## config.mk

```make
export PLATFORM = sky130hd
export DESIGN_NAME = seg7_scan_capture
export DESIGN_NICKNAME = d
export VERILOG_FILES = /design/src/rtl/seg7_scan_capture_pkg.sv /design/src/rtl/seg7_scan_capture_pattern_decode.sv /design/src/rtl/seg7_scan_capture.sv
export SDC_FILE = /design/constraint.sdc
export NUM_CORES = 1
export LEC_CHECK = 0
export ABC_AREA = 1
export ABC_CLOCK_PERIOD_IN_PS = 3400
export BUFFER_PORTS_ARGS = -buffer_cell sky130_fd_sc_hd__buf_4
export CAP_MARGIN = 20
export CORE_UTILIZATION = 45
export CTS_BUF_LIST = sky130_fd_sc_hd__clkbuf_4 sky130_fd_sc_hd__clkbuf_8
export CTS_CLUSTER_DIAMETER = 50
export CTS_CLUSTER_SIZE = 14
export DETAILED_ROUTE_END_ITERATION = 16
export GPL_TIMING_DRIVEN = 0
export SETUP_SLACK_MARGIN = 0.15
export SLEW_MARGIN = 10
export SYNTH_ARGS = -nofsm -noshare
export SYNTH_HDL_FRONTEND = slang
export SYNTH_SLANG_ARGS = --single-unit
```

## constraint.sdc

```tcl
create_clock -name clk -period 3.4 [get_ports clk]
set_input_delay 0 -clock clk [delete_from_list [all_inputs] [get_ports clk]]
set_output_delay 0 -clock clk [all_outputs]
set_load 0.02 [all_outputs]
```

## src/rtl/seg7_scan_capture_pkg.sv

```systemverilog
// Shared segment table and types for the 7-segment scan capture path.
// The table matches the hex-to-segment encoder so readback decodes exactly what was driven.
package seg7_scan_capture_pkg;

  // Segments {g,f,e,d,c,b,a}, active-low
  localparam logic [6:0] SEG_0     = 7'b1000000;
  localparam logic [6:0] SEG_1     = 7'b1111001;
  localparam logic [6:0] SEG_2     = 7'b0100100;
  localparam logic [6:0] SEG_3     = 7'b0110000;
  localparam logic [6:0] SEG_4     = 7'b0011001;
  localparam logic [6:0] SEG_5     = 7'b0010010;
  localparam logic [6:0] SEG_6     = 7'b0000010;
  localparam logic [6:0] SEG_7     = 7'b1111000;
  localparam logic [6:0] SEG_8     = 7'b0000000;
  localparam logic [6:0] SEG_9     = 7'b0010000;
  localparam logic [6:0] SEG_A     = 7'b0001000;
  localparam logic [6:0] SEG_B     = 7'b0000011;
  localparam logic [6:0] SEG_C     = 7'b1000110;
  localparam logic [6:0] SEG_D     = 7'b0100001;
  localparam logic [6:0] SEG_E     = 7'b0000110;
  localparam logic [6:0] SEG_F     = 7'b0001110;
  localparam logic [6:0] SEG_BLANK = 7'b1111111;

  typedef enum logic [1:0] {
    ST_IDLE,
    ST_SETTLE,
    ST_SAMPLE,
    ST_HOLD
  } scan_state_e;

  typedef struct packed {
    logic       hit;    // pattern is one of the 16 hex glyphs
    logic       blank;  // all segments off
    logic [3:0] code;
  } seg_decode_t;

endpackage

```

## src/rtl/seg7_scan_capture_pattern_decode.sv

```systemverilog
// Combinational reverse lookup of an active-low segment pattern to a hex code.
module seg7_pattern_decode
  import seg7_scan_capture_pkg::*;
(
  input  logic [6:0]  seg_i,
  output seg_decode_t dec_o
);

  always_comb begin
    dec_o       = '0;
    dec_o.hit   = 1'b1;
    case (seg_i)
      SEG_0:     dec_o.code = 4'h0;
      SEG_1:     dec_o.code = 4'h1;
      SEG_2:     dec_o.code = 4'h2;
      SEG_3:     dec_o.code = 4'h3;
      SEG_4:     dec_o.code = 4'h4;
      SEG_5:     dec_o.code = 4'h5;
      SEG_6:     dec_o.code = 4'h6;
      SEG_7:     dec_o.code = 4'h7;
      SEG_8:     dec_o.code = 4'h8;
      SEG_9:     dec_o.code = 4'h9;
      SEG_A:     dec_o.code = 4'hA;
      SEG_B:     dec_o.code = 4'hB;
      SEG_C:     dec_o.code = 4'hC;
      SEG_D:     dec_o.code = 4'hD;
      SEG_E:     dec_o.code = 4'hE;
      SEG_F:     dec_o.code = 4'hF;
      SEG_BLANK: begin
        dec_o.hit   = 1'b0;
        dec_o.blank = 1'b1;
      end
      default:   dec_o.hit = 1'b0;
    endcase
  end

endmodule

```

## src/rtl/seg7_scan_capture.sv

```systemverilog
// Receive side of a multiplexed 7-segment bus: waits for each anode dwell to settle,
// decodes one sample per dwell and commits a digit after repeated identical samples.
module seg7_scan_capture
  import seg7_scan_capture_pkg::*;
#(
  parameter int unsigned NUM_DIGITS    = 4,
  parameter int unsigned SETTLE_CYCLES = 16,
  parameter int unsigned STABLE_SCANS  = 3
) (
  input  logic                    clk,
  input  logic                    rst_n,
  input  logic [6:0]              seg_in,
  input  logic [NUM_DIGITS-1:0]   an_in,
  input  logic                    clear,
  output logic [4*NUM_DIGITS-1:0] digit_out,
  output logic [NUM_DIGITS-1:0]   digit_valid,
  output logic                    bad_pattern,
  output logic                    frame_done
);

  localparam int unsigned CNT_W = $clog2(SETTLE_CYCLES + 1);
  localparam int unsigned IDX_W = (NUM_DIGITS > 1) ? $clog2(NUM_DIGITS) : 1;
  localparam logic [CNT_W-1:0] CNT_LAST  = CNT_W'(SETTLE_CYCLES - 1);
  localparam logic [2:0]       MATCH_MAX = 3'(STABLE_SCANS);

  logic [6:0]              seg_s1_q, seg_s2_q, seg_prev_q;
  logic [NUM_DIGITS-1:0]   an_s1_q, an_s2_q;

  scan_state_e             state_q, state_d;
  logic [CNT_W-1:0]        cnt_q, cnt_d;
  logic [IDX_W-1:0]        k_q, k_d;
  logic [NUM_DIGITS-1:0]   an_lat_q, an_lat_d;

  logic [4:0]              cand_q  [NUM_DIGITS];
  logic [2:0]              match_q [NUM_DIGITS];
  logic [4*NUM_DIGITS-1:0] digit_q;
  logic [NUM_DIGITS-1:0]   valid_q, seen_q;
  logic                    bad_q, frame_q;

  // Synchronisers idle at "no anode active" so reset never looks like a dwell
  always_ff @(posedge clk or negedge rst_n) begin
    if (!rst_n) begin
      seg_s1_q   <= '1;
      seg_s2_q   <= '1;
      seg_prev_q <= '1;
      an_s1_q    <= '1;
      an_s2_q    <= '1;
    end else begin
      seg_s1_q   <= seg_in;
      seg_s2_q   <= seg_s1_q;
      seg_prev_q <= seg_s2_q;
      an_s1_q    <= an_in;
      an_s2_q    <= an_s1_q;
    end
  end

  logic [NUM_DIGITS-1:0] an_low;
  logic                  one_hot;
  logic [IDX_W-1:0]      an_idx;

  assign an_low  = ~an_s2_q;
  assign one_hot = (an_low != '0) && ((an_low & (an_low - NUM_DIGITS'(1))) == '0);

  always_comb begin
    an_idx = '0;
    for (int unsigned i = 0; i < NUM_DIGITS; i++) begin
      if (an_low[i]) an_idx = IDX_W'(i);
    end
  end

  logic an_changed, seg_changed, rescan, do_sample;

  assign an_changed  = (an_s2_q != an_lat_q);
  assign seg_changed = (seg_s2_q != seg_prev_q);

  always_comb begin
    state_d   = state_q;
    cnt_d     = cnt_q;
    k_d       = k_q;
    an_lat_d  = an_lat_q;
    rescan    = 1'b0;
    do_sample = 1'b0;
    case (state_q)
      ST_IDLE:   rescan = 1'b1;
      ST_SETTLE: begin
        if (an_changed)            rescan = 1'b1;
        else if (seg_changed)      cnt_d = '0;
        else if (cnt_q == CNT_LAST) state_d = ST_SAMPLE;
        else                       cnt_d = cnt_q + CNT_W'(1);
      end
      ST_SAMPLE: begin
        do_sample = 1'b1;
        state_d   = ST_HOLD;
      end
      ST_HOLD:   rescan = an_changed;
      default:   state_d = ST_IDLE;
    endcase
    // A new anode pattern is judged in the same cycle it is seen, whatever the state
    if (rescan) begin
      if (one_hot) begin
        state_d  = ST_SETTLE;
        cnt_d    = '0;
        k_d      = an_idx;
        an_lat_d = an_s2_q;
      end else begin
        state_d  = ST_IDLE;
      end
    end
    if (clear) state_d = ST_IDLE;
  end

  always_ff @(posedge clk or negedge rst_n) begin
    if (!rst_n) begin
      state_q  <= ST_IDLE;
      cnt_q    <= '0;
      k_q      <= '0;
      an_lat_q <= '1;
    end else begin
      state_q  <= state_d;
      cnt_q    <= cnt_d;
      k_q      <= k_d;
      an_lat_q <= an_lat_d;
    end
  end

  seg_decode_t dec;

  seg7_pattern_decode u_decode (
    .seg_i (seg_s2_q),
    .dec_o (dec)
  );

  logic [4:0]            sym, cand_cur;
  logic [2:0]            match_cur, match_new;
  logic                  same, reached;
  logic [NUM_DIGITS-1:0] seen_set;

  assign sym       = {dec.blank, dec.code};
  assign cand_cur  = cand_q[k_q];
  assign match_cur = match_q[k_q];
  assign same      = (cand_cur == sym);
  assign match_new = !same ? 3'd1 :
                     (match_cur == MATCH_MAX) ? match_cur : match_cur + 3'd1;
  // Commit only on the transition into saturation, including a fresh candidate when STABLE_SCANS is 1
  assign reached   = (match_new == MATCH_MAX) && !(same && match_cur == MATCH_MAX);
  assign seen_set  = seen_q | (NUM_DIGITS'(1) << k_q);

  always_ff @(posedge clk or negedge rst_n) begin
    if (!rst_n) begin
      for (int unsigned i = 0; i < NUM_DIGITS; i++) begin
        cand_q[i]  <= '0;
        match_q[i] <= '0;
      end
      digit_q <= '0;
      valid_q <= '0;
      seen_q  <= '0;
      bad_q   <= 1'b0;
      frame_q <= 1'b0;
    end else begin
      bad_q   <= 1'b0;
      frame_q <= 1'b0;
      if (clear) begin
        for (int unsigned i = 0; i < NUM_DIGITS; i++) match_q[i] <= '0;
        valid_q <= '0;
        seen_q  <= '0;
      end else if (do_sample) begin
        if (dec.hit || dec.blank) begin
          cand_q[k_q]  <= sym;
          match_q[k_q] <= match_new;
          if (reached) begin
            if (dec.hit) begin
              digit_q[4*k_q +: 4] <= dec.code;
              valid_q[k_q]        <= 1'b1;
            end else begin
              valid_q[k_q]        <= 1'b0;
            end
          end
        end else begin
          bad_q        <= 1'b1;
          match_q[k_q] <= '0;
        end
        if (seen_set == '1) begin
          frame_q <= 1'b1;
          seen_q  <= '0;
        end else begin
          seen_q  <= seen_set;
        end
      end
    end
  end

  assign digit_out   = digit_q;
  assign digit_valid = valid_q;
  assign bad_pattern = bad_q;
  assign frame_done  = frame_q;

endmodule

```

==> flow_metrics.py, run 1 <==
metrics = {
    "setup_path": {
        "rr_startpoint": "k_q[1]",
        "r2r_cells": 13,
        "crit_required_ns": 3.73,
        "cpMaxStageDelayCell": "dfrtp_1",
        "cp.arrival_ns": 3.26,
        "path_max_fanout": 13,
        "r2r-end": "digit_out[12]",
        "cp-end-kind": "register",
        "critical-path-max-stage-delay_ns": 0.63,
        "crit_end": "digit_out[12]",
        "r2r_slack_ns": 0.47,
        "crit_path_start": "k_q[1]",
        "cp-start-kind": "register",
        "cp_cell_sequence": "inv_1 -> clkbuf_4 -> a32oi_2 -> inv_1 -> ha_1 -> nand2_1 -> nand2_1 -> nor2_2 -> inv_1 -> nor2_2 -> buf_4 -> nand4_1 -> nand2_1",
        "critPathKind": "reg -> reg",
    },
    "logic_synthesis": {
        "postSynthAreaPerCell_um2": 7.81,
        "synthCells": 677,
        "ys_seq_area_share_pct": 48.1,
        "synth_area_um2": 5290,
        "yosysUniqueCellTypes": 38,
        "synth_warnings": 0,
        "yosys_most_used_dff": "dfrtp_1",
        "synth-edff-count": 0,
        "synth_nets": 703,
        "ys_seq_elements": 100,
        "ys_async_sr_fraction_pct": 100,
    },
    "global_routing": {
        "grt.total_usage_pct": 21.5,
        "grt_max_degree": 59,
        "antenna_found_initial": 0,
        "grt_pass1_wl_um": 21200,
        "grt-ovfl-total": 0,
        "grt_pass1_vias": 4374,
    },
    "sta": {
        "holdWs_ns": 0.141,
        "setup_slack_ns": 0.469,
        "period_share_pct": 86.2,
        "hold_viol_final": 0,
        "rsz0062_at_grt": "no",
        "min_period_ns": 2.93,
        "tns_ns": 0,
        "skew_ns": 0.0123,
        "fmax_ghz": 0.341,
        "setup_violations": 0,
        "final_max_slew_viol_count": 0,
        "slew-limit-headroom_pct": 52.0,
        "worst_pin_slew_ns": 0.713,
    },
    "outcome": {
        "status": "completed",
    },
    "floorplan": {
        "ios": 36,
        "core_um2": 11400,
        "start_util_pct": 46.3,
        "die_w_um": 110,
        "rows": 39,
        "die_h_um": 110,
        "dieArea_um2": 12200,
    },
    "layout": {
        "fin_area_um2": 6100,
        "layout-area-overhead-vs-synth_pct": 15.3,
        "antenna_cells": 0,
        "fill_cells": 1092,
        "layout_commonest_cell": "nand2_1",
        "fin_util_pct": 53.4,
        "final_cell_mix": "nand2_1 (208), nor2_1 (78), dfrtp_1 (67)",
        "drive_gt1_share_pct": 17.0,
        "nets": 763,
    },
    "power_and_ir_drop": {
        "switching_share_pct": 32.1,
        "p_leak_nw": 2.99,
        "power.internal_mw": 1.75,
        "p_per_area_nw_per_um2": 422,
        "max-vdd-ir-drop_mv": 0.253,
        "p_switching_mw": 0.826,
        "p_comb_share_pct": 20.0,
        "seqPwrFrac_pct": 49.6,
        "clkPwrFrac_pct": 30.5,
    },
    "place": {
        "pre_cts_ws_ns": 0.408,
        "io_buffers": 35,
        "gp_congestion": 0.866,
        "postPlaceCellArea_um2": 5760,
        "hpwl_um": 8820,
    },
    "clocking": {
        "clockBufferDepth": 2,
        "postCtsSetupBuffers": 0,
        "cts.sinks": 100,
        "clock_latency_ns": 0.39,
        "cts_tree": "built",
        "h-tree-depth": 3,
        "clkTransAtPathRegs_ns": 0.10,
        "numCtsBuffers": 9,
        "ctsRootBufferMaster": "clkbuf_8",
    },
    "hold_path": {
        "hp-class": "in -> async",
    },
    "detailed_routing": {
        "routed_wl_um": 12000,
        "viasPerCell": 5.13,
        "vias": 4542,
        "drt_iter0_markers": 261,
        "drc": 0,
        "drtAntennaViolNets": 0,
        "drt_pass1_iterations": 5,
        "avgRoutedWirePerCell_um": 13.6,
    },
    "run": {
        "maxCapViolations": 0,
    },
}
## cell usage after synthesis, types with 3 or more instances
cell / instances / area [um^2]
nand2_1: 208 / 781
nor2_1: 78 / 293
dfrtp_1: 67 / 1680
inv_1: 60 / 225
nand3_1: 46 / 230
o21ai_0: 41 / 205
dfstp_2: 33 / 867
nand4_1: 21 / 131
a21oi_1: 19 / 95.1
ha_1: 12 / 150
buf_2: 9 / 45.0
inv_2: 9 / 33.8
o21ai_1: 8 / 40.0
nor3_1: 7 / 35.0
xor2_1: 7 / 61.3
nor2_2: 6 / 37.5
clkbuf_1: 5 / 18.8
o31ai_1: 5 / 37.5
nand4_2: 4 / 50.1
o211ai_1: 4 / 30.0
xnor2_1: 4 / 35.0
buf_4: 3 / 22.5
## sequential cells by signal, indices dropped and copies added (netlist names), 2 cells and up
register and flops:
seg_s2_q 7, digit_out 16, digit_valid 4, state_q 2
k_q 2, seg_prev_q 7, an_s1_q 4, match_q 12
an_lat_q 4, an_s2_q 4, seen_q 4, seg_s1_q 7
cand_q 20, cnt_q 5
## critical path: cells and delay by family (launching register included)
family          cells  cell delay (ns)
compound gates      1             0.30
fa+ha+maj           1             0.21
buf+inv             5             0.80
flops               1             0.63
simple gates        6             0.92
## final cells by class
cell class	instances	area [um^2]	share of cell area [%]
flip-flops and latches	100	2540	41.7
multi-input cells	490	2400	39.4
repair buffers	49	420	6.90
inverters	70	263	4.31
well taps	143	179	2.93
clock buffers	9	124	2.03
plain buffers	17	88.8	1.46
clock inverters	7	75.1	1.23
## worst min path at each step
stage                        endpoint  cells after the start  slack (ns)
after floorplan           bad_pattern                      0       -0.30
after global placement     an_s1_q[0]                      1        0.11
after detailed placement   cand_q[17]                      1        0.04
after CTS                  cand_q[17]                      2        0.15
after global routing       cand_q[17]                      2        0.20
final                      cand_q[17]                      2        0.14
## cell families after synthesis
kind of cell               synth area share (%)
and+or+nand+nor                            31.6
DFF                                        48.1
xor gates and xnor gates                   1.82
AOI/OAI and AO/OA                          9.04
buffers and inverters                      6.60
adders and majority gates                  2.84
## metrics by stage
stage | total power [mW] | cells
floorplan | 1.64 | 677
global placement | 1.78 | 855
detailed placement | 1.79 | 856
CTS | 2.60 | 885
global route | 2.71 | 885
finish | 2.57 | 885
## routing by layer
layer	vias up	global-route usage [%]	part of all wire [%]
met5	-	0	0
met4	0	8.00	1.5
met3	14	2.85	3.6
met2	95	34.2	45
met1	2119	30.1	50
li1	2314	-	-
## power groups by stage
stage | clock network (mW) | logic (mW) | registers (mW)
after floorplan | 0 | 0.356 | 1.29
final | 0.784 | 0.514 | 1.27
after detailed placement | 0 | 0.494 | 1.30
after CTS | 0.815 | 0.508 | 1.28
after global placement | 0 | 0.483 | 1.30
after global routing | 0.855 | 0.576 | 1.28
## repair_timing
| action | in CTS | in global routing |
|---|---|---|
| endpoints found under the hold margin | 58 | 0 |
| resized for setup | 0 | 2 |
| setup endpoints to repair | 0 | 20 |
| hold buffers | 13 | 0 |
Note: power is estimated with default switching activity, not from simulation.
==> run 2, diff against run 1 <==
--- a/config.mk
+++ b/config.mk
@@ -10,7 +10,6 @@
 export BUFFER_PORTS_ARGS = -buffer_cell sky130_fd_sc_hd__buf_4
 export CAP_MARGIN = 20
 export CORE_UTILIZATION = 45
-export CTS_BUF_LIST = sky130_fd_sc_hd__clkbuf_4 sky130_fd_sc_hd__clkbuf_8
 export CTS_CLUSTER_DIAMETER = 50
 export CTS_CLUSTER_SIZE = 14
 export DETAILED_ROUTE_END_ITERATION = 16
==> run 2 against run 1 <==
Net effect:
- core utilization increased by 0.84 points
- die area unchanged
- clock-buffer cell count increased by 1
- combinational power about the same
- hold slack improved by 0.048 ns
- sequential share of layout area decreased by 0.65 points
- setup slack improved by 0.019 ns
- critical path type unchanged
- largest cell class unchanged
- largest power group unchanged
==> flow_metrics.py, run 2 (same netlist as run 1, synthesis figures left out) <==
metrics = {
    "power_and_ir_drop": {
        "p_comb_share_pct": 18.4,
        "p_switching_mw": 0.849,
        "power.internal_mw": 1.95,
        "switching_share_pct": 30.4,
        "p_leak_nw": 3.04,
        "p_per_area_nw_per_um2": 452,
        "max-vdd-ir-drop_mv": 0.300,
        "seqPwrFrac_pct": 45.6,
        "clkPwrFrac_pct": 36.0,
    },
    "place": {
        "gp_congestion": 0.866,
        "io_buffers": 35,
        "dp.cells": 856,
        "hpwl_um": 8820,
    },
    "clocking": {
        "h-tree-depth": 3,
        "cts_tree": "built",
        "clockBufferDepth": 2,
        "clock_latency_ns": 0.35,
        "cts.sinks": 100,
        "numCtsBuffers": 9,
        "postCtsSetupBuffers": 0,
        "ctsRootBufferMaster": "clkbuf_16",
        "clkTransAtPathRegs_ns": 0.07,
    },
    "layout": {
        "antenna_cells": 0,
        "layout-area-overhead-vs-synth_pct": 17.1,
        "largest_reg_flops": 20,
        "nets": 763,
        "regMostFlops": "cand_q",
        "final_cells": 885,
        "final_cell_mix": "nand2_1 (208), nor2_1 (78), dfrtp_1 (67)",
        "layout_commonest_cell": "nand2_1",
        "drive_gt1_share_pct": 17.0,
    },
    "sta": {
        "tns_ns": 0,
        "worst_pin_slew_ns": 0.721,
        "period_share_pct": 85.6,
        "slew-limit-headroom_pct": 51.5,
        "min_period_ns": 2.91,
        "final_max_slew_viol_count": 0,
        "rsz0062_at_grt": "no",
        "fmax_ghz": 0.343,
        "skew_ns": 0.00861,
        "hold_viol_final": 0,
        "setup_violations": 0,
    },
    "floorplan": {
        "die_w_um": 110,
        "die_h_um": 110,
        "dieArea_um2": 12200,
        "rows": 39,
        "core_um2": 11400,
        "start_util_pct": 46.3,
        "ios": 36,
    },
    "detailed_routing": {
        "avgRoutedWirePerCell_um": 13.6,
        "vias": 4539,
        "drt_iter0_markers": 250,
        "viasPerCell": 5.13,
        "wl_met1_um": 6070,
        "drc": 0,
        "drt_pass1_iterations": 5,
        "dr_wl_met2_um": 5500,
        "top_layer": "met4",
        "routed_wl_um": 12000,
        "drtAntennaViolNets": 0,
        "wl_met3_um": 344,
    },
    "global_routing": {
        "grt-ovfl-total": 0,
        "grt.total_usage_pct": 21.5,
        "grt_max_degree": 59,
        "antenna_found_initial": 0,
        "grt_pass1_wl_um": 21200,
        "grt_pass1_vias": 4388,
    },
    "run": {
        "maxCapViolations": 0,
    },
    "setup_path": {
        "crit_end": "digit_out[12]",
        "path_max_fanout": 13,
        "r2r_slack_ns": 0.49,
        "crit_required_ns": 3.69,
        "cp-start-kind": "register",
        "r2r-end": "digit_out[12]",
        "r2r_cells": 13,
        "rr_startpoint": "k_q[1]",
        "critPathKind": "reg -> reg",
        "crit_path_start": "k_q[1]",
        "cp-end-kind": "register",
        "cp.arrival_ns": 3.20,
    },
    "outcome": {
        "status": "completed",
    },
    "hold_path": {
        "hp-class": "in -> async",
    },
}
==> run 2: changes by cell type in the layout (fill, tap and decap cells not counted), sizes merged <==
cell / previous run / this run
bufinv: 1 / 0
clkbuf: 15 / 16
==> run 2: through the flow <==
step	power (mW)	util [%]	area, um^2	hold slack [ns]	setup WS (ns)
after floorplan	1.64	-	5290	-0.296	0.923
after global placement	1.78	50.2	5730	0.108	0.438
after detailed placement	1.79	50.4	5760	0.0446	0.408
after CTS	2.83	54.2	6180	0.204	0.396
after global routing	2.94	54.2	6190	0.252	0.203
final	2.80	54.2	6190	0.189	0.488
==> run 2: how the worst min path moves through the flow <==
stage,startpoint,endpoint,cells after the start
6_report,rst_n,cand_q[17],2
5_1_grt,rst_n,cand_q[17],2
4_1_cts,rst_n,cand_q[17],2
3_5_place_dp,rst_n,cand_q[17],1
3_3_place_gp,an_in[0],an_s1_q[0],1
2_1_floorplan,rst_n,bad_pattern,0
==> run 2: final cells by class <==
| cell class | count | area, um^2 |
|---|---|---|
| clock buffer | 10 | 250 |
| buffer | 17 | 88.8 |
| timing repair buffer | 49 | 420 |
| tap | 143 | 179 |
| sequential | 100 | 2540 |
| multi-input combinational | 490 | 2400 |
| fill | 1074 | 5230 |
| inverter | 70 | 263 |
| clock inverter | 6 | 45.0 |
==> run 2: what timing repair did <==
action / in CTS / in global routing
setup endpoints to repair: 0 / 20
hold endpoints to repair: 53 / 0
hold buffers: 13 / 0
resized for setup: 0 / 2
==> run 2: power by group through the flow <==
stage	logic [mW]	registers (mW)	clock network, mW
floorplan	0.356	1.29	0
global placement	0.483	1.30	0
detailed placement	0.494	1.30	0
CTS	0.508	1.28	1.04
global route	0.576	1.28	1.08
finish	0.514	1.28	1.01
==> run 2: worst max-delay path, cell delays in order, from the launching register on <==
cell and delay, ns:
dfrtp_1 0.61, inv_1 0.17, clkbuf_4 0.26, a32oi_2 0.31, inv_1 0.07, ha_1 0.21
nand2_1 0.13, nand2_1 0.08, nor2_2 0.34, inv_1 0.10, nor2_2 0.14, buf_4 0.19
nand4_1 0.12, nand2_1 0.10
==> run 2: layer usage <==
layer | vias up | track usage, %
li1 | 2324 | -
met5 | - | 0
met1 | 2123 | 30.1
met4 | 0 | 8.00
met2 | 81 | 34.2
met3 | 11 | 2.85
==> run 3, diff against run 2 <==
--- a/config.mk
+++ b/config.mk
@@ -7,7 +7,7 @@
 export LEC_CHECK = 0
 export ABC_AREA = 1
 export ABC_CLOCK_PERIOD_IN_PS = 3400
-export BUFFER_PORTS_ARGS = -buffer_cell sky130_fd_sc_hd__buf_4
+export BUFFER_PORTS_ARGS = -buffer_cell sky130_fd_sc_hd__clkbuf_2
 export CAP_MARGIN = 20
 export CORE_UTILIZATION = 45
 export CTS_CLUSTER_DIAMETER = 50
==> constraint.sdc (replaced) <==
create_clock -name clk -period 3.4 [get_ports clk]
set_input_delay 0 -clock clk [delete_from_list [all_inputs] [get_ports clk]]
set_output_delay 0 -clock clk [all_outputs]
set_load 0.1 [all_outputs]
==> run 3 against run 2 <==
Net effect:
- flip-flop and latch count did not move
- clock skew rose by 0.0016 ns
- cell count fell by 0.23%
- critical path depth did not move
- die area did not move
- clock-buffer cell count did not move
- critical endpoint unchanged
- largest power group unchanged
==> flow_metrics.py, run 3 (same netlist as run 1, synthesis figures left out) <==
metrics = {
    "outcome": {
        "status": "completed",
    },
    "floorplan": {
        "start_util_pct": 46.3,
        "die_h_um": 110,
        "core_um2": 11400,
        "ios": 36,
        "die_w_um": 110,
        "rows": 39,
        "dieArea_um2": 12200,
    },
    "setup_path": {
        "cp-start-kind": "register",
        "path_max_fanout": 13,
        "r2r_slack_ns": 0.44,
        "cp-end-kind": "register",
        "crit_required_ns": 3.69,
        "critPathKind": "reg -> reg",
        "cp.arrival_ns": 3.25,
    },
    "power_and_ir_drop": {
        "p_total_mw": 2.91,
        "max-vdd-ir-drop_mv": 0.405,
        "p_per_area_nw_per_um2": 476,
        "p_leak_nw": 3.01,
    },
    "layout": {
        "largest_reg_flops": 20,
        "regMostFlops": "cand_q",
        "final_cell_mix": "nand2_1 (208), nor2_1 (78), dfrtp_1 (66)",
        "antenna_cells": 0,
        "fill_cells": 1103,
        "nets": 761,
        "fin_util_pct": 53.5,
        "layout-area-overhead-vs-synth_pct": 15.5,
        "drive_gt1_share_pct": 16.9,
        "layout_commonest_cell": "nand2_1",
        "final_cells": 883,
    },
    "sta": {
        "hold_viol_final": 0,
        "final_max_slew_viol_count": 0,
        "worst_pin_slew_ns": 0.779,
        "skew_ns": 0.0102,
        "fmax_ghz": 0.338,
        "slew-limit-headroom_pct": 47.6,
        "tns_ns": 0,
        "period_share_pct": 87.1,
        "min_period_ns": 2.96,
        "rsz0062_at_grt": "no",
        "setup_violations": 0,
        "holdWs_ns": 0.0347,
    },
    "clocking": {
        "cts.sinks": 100,
        "postCtsSetupBuffers": 0,
        "h-tree-depth": 3,
        "clkTransAtPathRegs_ns": 0.07,
        "cts_tree": "built",
        "ctsRootBufferMaster": "clkbuf_16",
        "clock_latency_ns": 0.36,
        "numCtsBuffers": 9,
        "clockBufferDepth": 2,
    },
    "detailed_routing": {
        "vias": 4584,
        "drc": 0,
        "viasPerCell": 5.19,
        "routed_wl_um": 12400,
        "drt_iter0_markers": 299,
        "drtAntennaViolNets": 0,
        "avgRoutedWirePerCell_um": 14.0,
        "drt_pass1_iterations": 5,
    },
    "global_routing": {
        "grt_max_degree": 101,
        "grt_pass1_wl_um": 21200,
        "antenna_found_initial": 0,
        "grt-ovfl-total": 0,
        "grt.total_usage_pct": 21.7,
        "grt_pass1_vias": 4415,
    },
    "place": {
        "hpwl_um": 8710,
        "io_buffers": 35,
        "gp_congestion": 0.883,
        "dp.cells": 855,
    },
    "run": {
        "maxCapViolations": 0,
    },
    "hold_path": {
        "hp-class": "in -> reg",
    },
}
run 3: worst paths after layout:
kind,from,endpoint,cells after the start
setup / recovery,k_q[1],digit_out[12],13
hold / removal,clear,digit_valid[3],4
setup reg to reg,k_q[1],digit_out[12],13
hold reg to reg,seg_s1_q[6],seg_s2_q[6],0
max in group asynchronous,rst_n,k_q[0],2
min in group asynchronous,rst_n,cnt_q[1],2
run 3: power by group:
group | switching (mW) | total (mW) | internal [mW]
clock | 0.466 | 1.12 | 0.653
combinational | 0.358 | 0.511 | 0.153
sequential | 0.0334 | 1.28 | 1.24
run 3: per-layer routing:
metal	GRT usage, %	vias to the layer above	share of wire (%)
met5	0	-	0
met4	6.84	0	1.5
met3	4.23	13	4.5
met2	34.3	116	46
met1	30.0	2156	48
li1	-	2299	-
run 3: final cells by class:
cell class | instances | area (um^2) | share of cell area [%]
plain buffers | 17 | 88.8 | 1.45
clock buffers | 10 | 229 | 3.75
clock inverters | 6 | 95.1 | 1.56
inverters | 70 | 263 | 4.30
multi-input cells | 490 | 2400 | 39.4
flip-flops and latches | 100 | 2540 | 41.7
well taps | 143 | 179 | 2.93
repair buffers | 47 | 304 | 4.98
run 3: timing repair:
action | in CTS | in global routing
endpoints found under the hold margin | 78 | 0
endpoints found under the setup margin | 0 | 20
hold buffers | 12 | 0
resized for setup | 0 | 3
run 3: critical path, cell delays in order (launching register included):
cell and delay [ns]:
dfrtp_1 0.63, inv_1 0.17, clkbuf_4 0.26, a32oi_2 0.31
inv_1 0.08, ha_1 0.21, nand2_1 0.14, nor2_1 0.07
a21oi_1 0.27, nand4_4 0.18, nor2_2 0.14, buf_4 0.19
nand4_1 0.12, nand2_1 0.10
run 3: through the flow:
step                      setup slack [ns]  area [um^2]
after global placement               0.417         5640
after global routing                 0.158         6110
after CTS                            0.333         6100
after floorplan                      0.905         5290
after detailed placement             0.367         5650
final                                0.439         6110
